## src/rtl/proc_pkg.sv

```systemverilog
`default_nettype none
// ---------------------------------------------------------------------------
// proc_pkg : launcher state encoding, PC width and default program addresses
// Revision : 1.0
// ---------------------------------------------------------------------------
package proc_pkg;

  typedef enum logic [1:0] {
    IDLE = 2'd0,
    LOAD = 2'd1,
    RUN  = 2'd2,
    DONE = 2'd3
  } launch_state_t;

  localparam int PC_W  = 10;
  localparam int CNT_W = 16;

  localparam logic [PC_W-1:0] DEF_PROG0_START = 10'd0;
  localparam logic [PC_W-1:0] DEF_PROG1_START = 10'd20;
  localparam logic [PC_W-1:0] DEF_PROG2_START = 10'd40;
  localparam logic [PC_W-1:0] DEF_PROG3_START = 10'd60;

endpackage
`default_nettype wire

```

## src/rtl/sat_counter.sv

```systemverilog
`default_nettype none
// ---------------------------------------------------------------------------
// sat_counter : up-counter with synchronous clear/enable, sticks at all-ones
// Revision    : 1.0
// ---------------------------------------------------------------------------
module sat_counter #(
  parameter int WIDTH = 16
) (
  input  logic             clk_i,
  input  logic             rst_i,
  input  logic             clr_i,
  input  logic             en_i,
  output logic [WIDTH-1:0] count_o,
  output logic [WIDTH-1:0] next_o
);

  logic [WIDTH-1:0] count_q;

  // next_o is the value the counter takes if enabled this cycle
  assign next_o  = (&count_q) ? count_q : count_q + 1'b1;
  assign count_o = count_q;

  always_ff @(posedge clk_i) begin
    if (rst_i || clr_i) begin
      count_q <= '0;
    end else if (en_i) begin
      count_q <= next_o;
    end
  end

endmodule
`default_nettype wire

```

## src/rtl/prog_launcher.sv

```systemverilog
`default_nettype none
// ---------------------------------------------------------------------------
// prog_launcher : freezes fetch, forces a jump to a program start, runs it
//                 until Halt or watchdog, counting execution cycles
// Revision      : 1.0
// ---------------------------------------------------------------------------
module prog_launcher
  import proc_pkg::*;
#(
  parameter int               NUM_PROGS   = 3,
  parameter logic [PC_W-1:0]  PROG0_START = DEF_PROG0_START,
  parameter logic [PC_W-1:0]  PROG1_START = DEF_PROG1_START,
  parameter logic [PC_W-1:0]  PROG2_START = DEF_PROG2_START,
  parameter logic [PC_W-1:0]  PROG3_START = DEF_PROG3_START,
  parameter logic [CNT_W-1:0] TIMEOUT     = 16'd4000
) (
  input  logic             CLK,
  input  logic             Reset,
  input  logic             Start,
  input  logic [1:0]       Prog_sel,
  input  logic             Halt,
  output logic             Init,
  output logic [1:0]       ProgState,
  output logic             Jump_en,
  output logic             Jump_flag,
  output logic [PC_W-1:0]  Jump_target,
  output logic             Busy,
  output logic             Done,
  output logic             Timeout,
  output logic             Sel_err,
  output logic [CNT_W-1:0] Cycles
);

  launch_state_t    state_q, state_d;
  logic [1:0]       prog_q, prog_d;
  logic             timeout_q, timeout_d;
  logic             sel_err_q, sel_err_d;
  logic             w_cnt_clr;
  logic             w_cnt_en;
  logic             w_sel_valid;
  logic [CNT_W-1:0] w_cnt_next;
  logic [PC_W-1:0]  w_start_pc;

  assign w_sel_valid = (int'(Prog_sel) < NUM_PROGS);

  always_ff @(posedge CLK) begin
    if (Reset) begin
      state_q   <= IDLE;
      prog_q    <= 2'd0;
      timeout_q <= 1'b0;
      sel_err_q <= 1'b0;
    end else begin
      state_q   <= state_d;
      prog_q    <= prog_d;
      timeout_q <= timeout_d;
      sel_err_q <= sel_err_d;
    end
  end

  always_comb begin
    state_d   = state_q;
    prog_d    = prog_q;
    timeout_d = timeout_q;
    sel_err_d = 1'b0;
    w_cnt_clr = 1'b0;
    w_cnt_en  = 1'b0;
    case (state_q)
      IDLE, DONE: begin
        if (Start) begin
          if (w_sel_valid) begin
            prog_d    = Prog_sel;
            timeout_d = 1'b0;
            w_cnt_clr = 1'b1;
            state_d   = LOAD;
          end else begin
            sel_err_d = 1'b1;
          end
        end
      end
      LOAD: state_d = RUN;
      RUN: begin
        // the halting cycle is itself counted; Halt outranks the watchdog
        w_cnt_en = 1'b1;
        if (Halt) begin
          state_d = DONE;
        end else if (w_cnt_next == TIMEOUT) begin
          timeout_d = 1'b1;
          state_d   = DONE;
        end
      end
      default: state_d = IDLE;
    endcase
  end

  always_comb begin
    w_start_pc = PROG0_START;
    case (prog_q)
      2'd0: w_start_pc = PROG0_START;
      2'd1: w_start_pc = PROG1_START;
      2'd2: w_start_pc = PROG2_START;
      2'd3: w_start_pc = PROG3_START;
      default: w_start_pc = PROG0_START;
    endcase
  end

  sat_counter #(
    .WIDTH (CNT_W)
  ) u_cycle_cnt (
    .clk_i   (CLK),
    .rst_i   (Reset),
    .clr_i   (w_cnt_clr),
    .en_i    (w_cnt_en),
    .count_o (Cycles),
    .next_o  (w_cnt_next)
  );

  // outputs decode only flops, so there is no input-to-output path
  assign Init        = (state_q == IDLE) || (state_q == DONE);
  assign Busy        = (state_q == LOAD) || (state_q == RUN);
  assign Done        = (state_q == DONE);
  assign Jump_en     = (state_q == LOAD);
  assign Jump_flag   = (state_q == LOAD);
  assign Jump_target = (state_q == LOAD) ? w_start_pc : '0;
  assign ProgState   = prog_q;
  assign Timeout     = timeout_q;
  assign Sel_err     = sel_err_q;

endmodule
`default_nettype wire
```

## config.mk

```make
export PLATFORM = sky130hd
export DESIGN_NAME = prog_launcher
export DESIGN_NICKNAME = d
export VERILOG_FILES = /design/src/rtl/proc_pkg.sv /design/src/rtl/sat_counter.sv /design/src/rtl/prog_launcher.sv
export SDC_FILE = /design/constraint.sdc
export NUM_CORES = 1
export LEC_CHECK = 0
export CORE_ASPECT_RATIO = 0.8
export CORE_MARGIN = 4
export CORE_UTILIZATION = 48
export DETAILED_ROUTE_END_ITERATION = 10
export HOLD_SLACK_MARGIN = 0.1
export PLACE_DENSITY = 0.79
export REMOVE_ABC_BUFFERS = 1
export SLEW_MARGIN = 20
export SYNTH_ARGS = -nofsm -noshare
export SYNTH_HDL_FRONTEND = slang
export SYNTH_SLANG_ARGS = --single-unit
```

## constraint.sdc

```tcl
create_clock -name CLK -period 2.35 [get_ports CLK]
set_input_delay 0.3525 -clock CLK [delete_from_list [all_inputs] [get_ports CLK]]
set_output_delay 0.3525 -clock CLK [all_outputs]
set_load 0.02 [all_outputs]
```

======== Word level (Yosys, flattened, before mapping) ========
Index checks and enable logic that the tools add are counted.
storage, ports and cells
  bits in registers ....................... 22
  input bits .............................. 6
  memories ................................ 0
  ROM bits ................................ 0
  bits in latches ......................... 0
  memory bits (writable) .................. 0
  logic and storage cells ................. 51
  output and inout port bits .............. 35
cells by class
  reduce and logical (&&, ||, !) cells .... 12
  divide/modulo/power cells ............... 0
  $lt $le $gt $ge ......................... 1
  add/sub/neg operators ................... 1
  mux-type cells .......................... 18
  eq/ne operators ......................... 12
  shifts and indexed selects .............. 0
  multiply operators ...................... 0
  bitwise operators ....................... 2
operators with widths
  cell                                                                      number
  10-bit case mux with 4 select lines                                       1
  16-bit by 1-bit adder with 16-bit output (second input constant)          1
  16-bit by 12-bit equality test with 1-bit output (second input constant)  1
  16-bit two-way mux                                                        1
  16-bit AND reduction                                                      1
  10-bit two-way mux                                                        1
  1-bit two-way mux                                                         9
  2-bit equality test (second input constant)                               4
  2-bit two-way mux                                                         4
  2-bit inequality test (second input constant)                             4
  2-bit case mux with 3 select lines                                        1
  3-bit AND reduction                                                       2
  5-bit AND reduction                                                       1
  2-bit by 1-bit equality test with 1-bit output (second input constant)    2
  2-bit logical NOT                                                         2
  1-bit logical OR                                                          3
  3-bit inequality test (second input constant)                             1
  3-bit OR reduction                                                        1
  2-bit < comparator (second input constant)                                1
  1-bit NOT                                                                 2
  1-bit case mux with 2 select lines                                        1
  2-bit nonzero test                                                        1
  2-bit OR reduction                                                        1

======== Logic depth before layout (Yosys ltp) ========
Gate-level depths: netlist of run 1.
  depth after elaboration ................. 6
  depth in mapped cells ................... 9
  gate-level depth less buffers ........... 7

======== By module ========
From an unflattened synthesis of run 1, not the netlist that was laid out.
second synthesis, totals
  cells, all modules ...................... 187
  area total of the unflattened synthesis .. 1,580.3 um^2
modules (own cells, without submodules)
  module         area an instance (um^2)  cells an instance  instances  sequential area each (um^2)
  sat_counter    1,127.3                  137                1          320.3
  prog_launcher  452.9                    50                 1          120.1

======== Worst setup path before layout of run 1 ========
OpenSTA, ideal clock, no wires.
  kind .................................... reg-to-reg
  from .................................... register u_cycle_cnt.count_q[0], in the netlist u_cycle_cnt.count_o[0]
  to ...................................... register state_q[0]
  arrival ................................. 2.233 ns
  period minus slack after synthesis ...... 2.354 ns
  required time ........................... 2.229 ns
  stages on the path, launching flop included .. 9
  path slack .............................. -0.004 ns
  library setup time ...................... 0.121 ns
  buffers on the path ..................... 1
  cell sequence ........................... dfxtp_1 -> ha_1 -> buf_6 -> nand4_4 -> or2_4 -> nor3_1 -> o32ai_2 -> a31oi_2 -> mux2_4
between the ends
  word-level cells in the longest chain between the ends .. 5
  elaborated cells between the ends (all ways) .. 6
  those cells by class .................... add/sub (1); eq/ne (2); mux (1); reduce/logical (2)
ends and longest elaborated chain
  element                                                                           RTL line             RTL
  start, declared                                                                   sat_counter.sv:17    logic [WIDTH-1:0] count_q;
  start signal, assigned                                                            sat_counter.sv:27    count_q <= next_o;
  16-bit by 1-bit adder with 16-bit output or 16-bit AND reduction (tied branches)  sat_counter.sv:20    assign next_o = (&count_q) ? count_q : count_q + 1'b1;
  16-bit two-way mux (*)                                                            sat_counter.sv:20
  16-bit by 12-bit equality test with 1-bit output (*)                              prog_launcher.sv:86  end else if (w_cnt_next == TIMEOUT) begin
  3-bit inequality test (no line) (*)                                               --
  3-bit AND reduction (no line) (*)                                                 --
  end signal, assigned                                                              prog_launcher.sv:53  state_q <= state_d;
  end, declared                                                                     prog_launcher.sv:34  launch_state_t state_q, state_d;
Mark *: on every way between the ends. The rest lies on a longest branch, timed or not.
A chain may end at the register's enable or synchronous reset.

======== Worst setup path in the final report of run 1 ========
  from .................................... register u_cycle_cnt.count_q[1], in the netlist u_cycle_cnt.count_o[1]
  to ...................................... register state_q[0]
Same word-level chain as after synthesis.

==> results of run 1 <==
==> registers in the layout (all words and copies together) (netlist names) <==
name / flops
u_cycle_cnt.count_o: 16
ProgState: 2
state_q: 2
Sel_err: 1
Timeout: 1
==> area by class of cell <==
class | instances | area (µm²)
Tap cell | 40 | 50.0
Timing Repair Buffer | 42 | 400
Sequential cell | 22 | 442
Clock buffer | 4 | 55.1
Fill cell | 272 | 1140
Multi-Input combinational cell | 137 | 956
Inverter | 5 | 18.8
==> what timing repair did <==
action                                  4_1_cts  5_1_grt
resized for setup                             0        1
hold buffers                                  0        0
hold endpoints to repair                      0        0
endpoints found under the setup margin        0        2
==> tightest hold or removal path, stage by stage (launching register included) <==
cell and delay (ns):
dfxtp_1 0.33, nor2_1 0.10, nor3_1 0.05
==> metal layers <==
| metal | GRT usage | up-vias | wire [µm] |
|---|---|---|---|
| li1 | - | 672 | - |
| met1 | 0.233 | 663 | 1610 |
| met2 | 0.299 | 40 | 1750 |
| met3 | 0.0410 | 11 | 157 |
| met4 | 0.0563 | 0 | 86 |
| met5 | 0 | - | 0 |
==> cells in the final DEF, fill, tap and decap left out, types with 2 or more instances in the layout <==
cell              n
nand2b_1          3
and4_1            2
a21oi_1           3
o31a_1            2
mux2i_1           4
conb_1            6
xor2_1            8
nand3_1           4
xnor2_1           6
nor2_1           27
nor4_2            2
inv_1             5
clkdlybuf4s50_1  34
nand2_1          11
nand4_4           2
a211oi_1          2
ha_1              5
and2_1            3
and3_1            4
clkbuf_8          4
nor3_1            9
dfxtp_1          21
nand4_1           5
a31oi_1           4
nor2b_1           3
buf_4             8
==> worst max path at each step <==
| stage | from | endpoint | slack, ns |
|---|---|---|---|
| 3_5_place_dp | u_cycle_cnt.count_o[3] | state_q[0] | 0.07 |
| 5_1_grt | u_cycle_cnt.count_o[1] | state_q[0] | 0.02 |
| 2_1_floorplan | u_cycle_cnt.count_o[0] | state_q[0] | -0.07 |
| 3_3_place_gp | u_cycle_cnt.count_o[3] | state_q[0] | 0.18 |
| 6_report | u_cycle_cnt.count_o[1] | state_q[0] | 0.1 |
| 4_1_cts | u_cycle_cnt.count_o[3] | state_q[0] | 0.08 |
==> kinds of logic after synthesis <==
family,count (synthesis),share of synthesized area
AOI/OAI and AO/OA,22,0.117
xor gates and xnor gates,14,0.0802
adders and majority gates,5,0.0409
buffers and inverters,24,0.0990
DFF,22,0.288
muxes,5,0.0360
other,1,0.00245
and+or+nand+nor,85,0.336
==> power by group through the flow <==
stage	clock network [mW]	registers, mW	logic [mW]
2_1_floorplan	0	0.463	0.388
3_3_place_gp	0	0.440	0.637
3_5_place_dp	0	0.443	0.652
4_1_cts	0.279	0.437	0.655
5_1_grt	0.296	0.440	0.705
6_report	0.271	0.437	0.654
==> stage by stage <==
step | cell area [µm²] | power (mW) | hold slack [ns] | setup WS (ns)
final | 1920 | 1.36 | 0.516 | 0.0990
after global routing | 1920 | 1.44 | 0.560 | 0.0169
after CTS | 1920 | 1.37 | 0.515 | 0.0807
after detailed placement | 1870 | 1.09 | 0.500 | 0.0713
after global placement | 1870 | 1.08 | 0.497 | 0.178
after floorplan | 1420 | 0.851 | 0.432 | -0.0677
==> impl_metrics.toml, run 1 <==
[critical_path]
path_buf_inv = 0
critical_path_class = "reg2reg"
r2r-end = "state_q[0]"
critical_path.slowest_cell = "nor3_1"
crit_cells = 7
cp.required_ns = 2.51
cp.arrival_ns = 2.41
cp_cell_sequence = "ha_1 -> nand4_4 -> or2_4 -> nor3_1 -> o32ai_2 -> a31oi_2 -> mux2_4"
cp-end-kind = "flop"
crit_fanout = 6
cp_slowest_stage_delay_ns = 0.40
crit_path_start_kind = "flop"
reg2reg_slack_ns = 0.1
crit_family = "simple AND/OR/NAND/NOR gates"
r2r-start = "u_cycle_cnt.count_o[1]"
rr_worst_depth = 7

[floorplanning]
start_util = 0.499
coreArea_um2 = 3060
die_h_um = 58.5
dieArea_um2 = 4160
ios = 41
die_w_um = 71.1
rows = 18

[clock_network]
cts_buffers = 3
h-tree-depth = 1
clk_pin_slew_ns = 0.08
clock-sinks = 22
root_buffer = "clkbuf_8"
clk_latency_ns = 0.26
post-cts-setup-buffers = 0
cts_tree = "done"
cts.path.max_buffers = 2

[power]
ir_drop_mv = 0.508
cellLeakagePower_nw = 0.701
netSwitchingFraction = 0.382
seqPwrFrac = 0.321
powerDensity_nw_per_um2 = 709
power_frac_clock = 0.199
internal_power_mw = 0.841
p_switching_mw = 0.521
combinationalPowerShare = 0.480

[finish]
areaGrowthSynthToFinish_pct = 25.7
final_cell_count_no_fill = 250
post-route-util = 0.627
n_antenna_cell = 0
fin_nets = 222
layout-drive-gt1-share = 0.138

[global_route]
grt_usage = 0.179
antenna_found_initial = 0
grt_start_max_net_pins = 17
grt_pass1_wl_um = 5970
grt_pass1_vias = 1277
grt-ovfl-total = 0

[drt]
wl_per_cell_um = 14.4
routed-via-count = 1386
drt_iter0_drc = 92
first_pass_iters = 4
routed_wl_um = 3600
routed_via_density = 5.54
ant_nets = 0
remaining_drc_errors = 0

[synth]
synthDistinctLibCells = 49
synthTopCellsByCount = "27 x nor2_1, 22 x dfxtp_1, 11 x buf_4, 11 x nand2_1, 9 x nor3_1"
synth_area_um2 = 1530
synth_edf_count = 0
yosysWarnings = 0
ys_seq_elements = 22
synthCells = 178
post-synth-top-count-cell = "nor2_1"
syn_avg_cell_area_um2 = 8.59
synth.largest_area_cell = "dfxtp_1"
async_reset_ff_frac = 0
ys.flop_type = "dfxtp_1"
ys_seq_area_frac = 0.288
synth_top_cell_area_share = 0.288
synth_area_leaders = "dfxtp_1 29%, nor2_1 6.6%, buf_4 5.4%"

[timing]
rsz0062_at_grt = "false"
hold_viol_final = 0
setup_tns_ns = 0
relSlewSlack = 0.623
worst_pin_slew_ns = 0.564
period_share = 0.958
finClkSkew_ns = 0.00215
slew_violations = 0
setup_viol = 0
period_needed_ns = 2.25
max_clock_freq_mhz = 444

[place]
io_buffers = 34
placed_cells = 246
dp_hpwl_um = 2810
gp_congestion = 0.927

[worst_hold_path]
worstHoldStart = "ProgState[1]"
hold_class = "reg2reg"
min_to = "ProgState[1]"
hold_path_depth = 2

[job]
drv_cap = 0

[run_status]
outcome = "finished clean"
Power figures use the tool's default switching activity.
==> run 2, diff against run 1 <==
--- a/config.mk
+++ b/config.mk
@@ -9,7 +9,7 @@
 export CORE_MARGIN = 4
 export CORE_UTILIZATION = 48
 export DETAILED_ROUTE_END_ITERATION = 10
-export HOLD_SLACK_MARGIN = 0.1
+export HOLD_SLACK_MARGIN = 0.05
 export PLACE_DENSITY = 0.79
 export REMOVE_ABC_BUFFERS = 1
 export SLEW_MARGIN = 20
==> results of run 2 <==
Same layout as run 1: the final DEF is identical, and so are final timing and power.
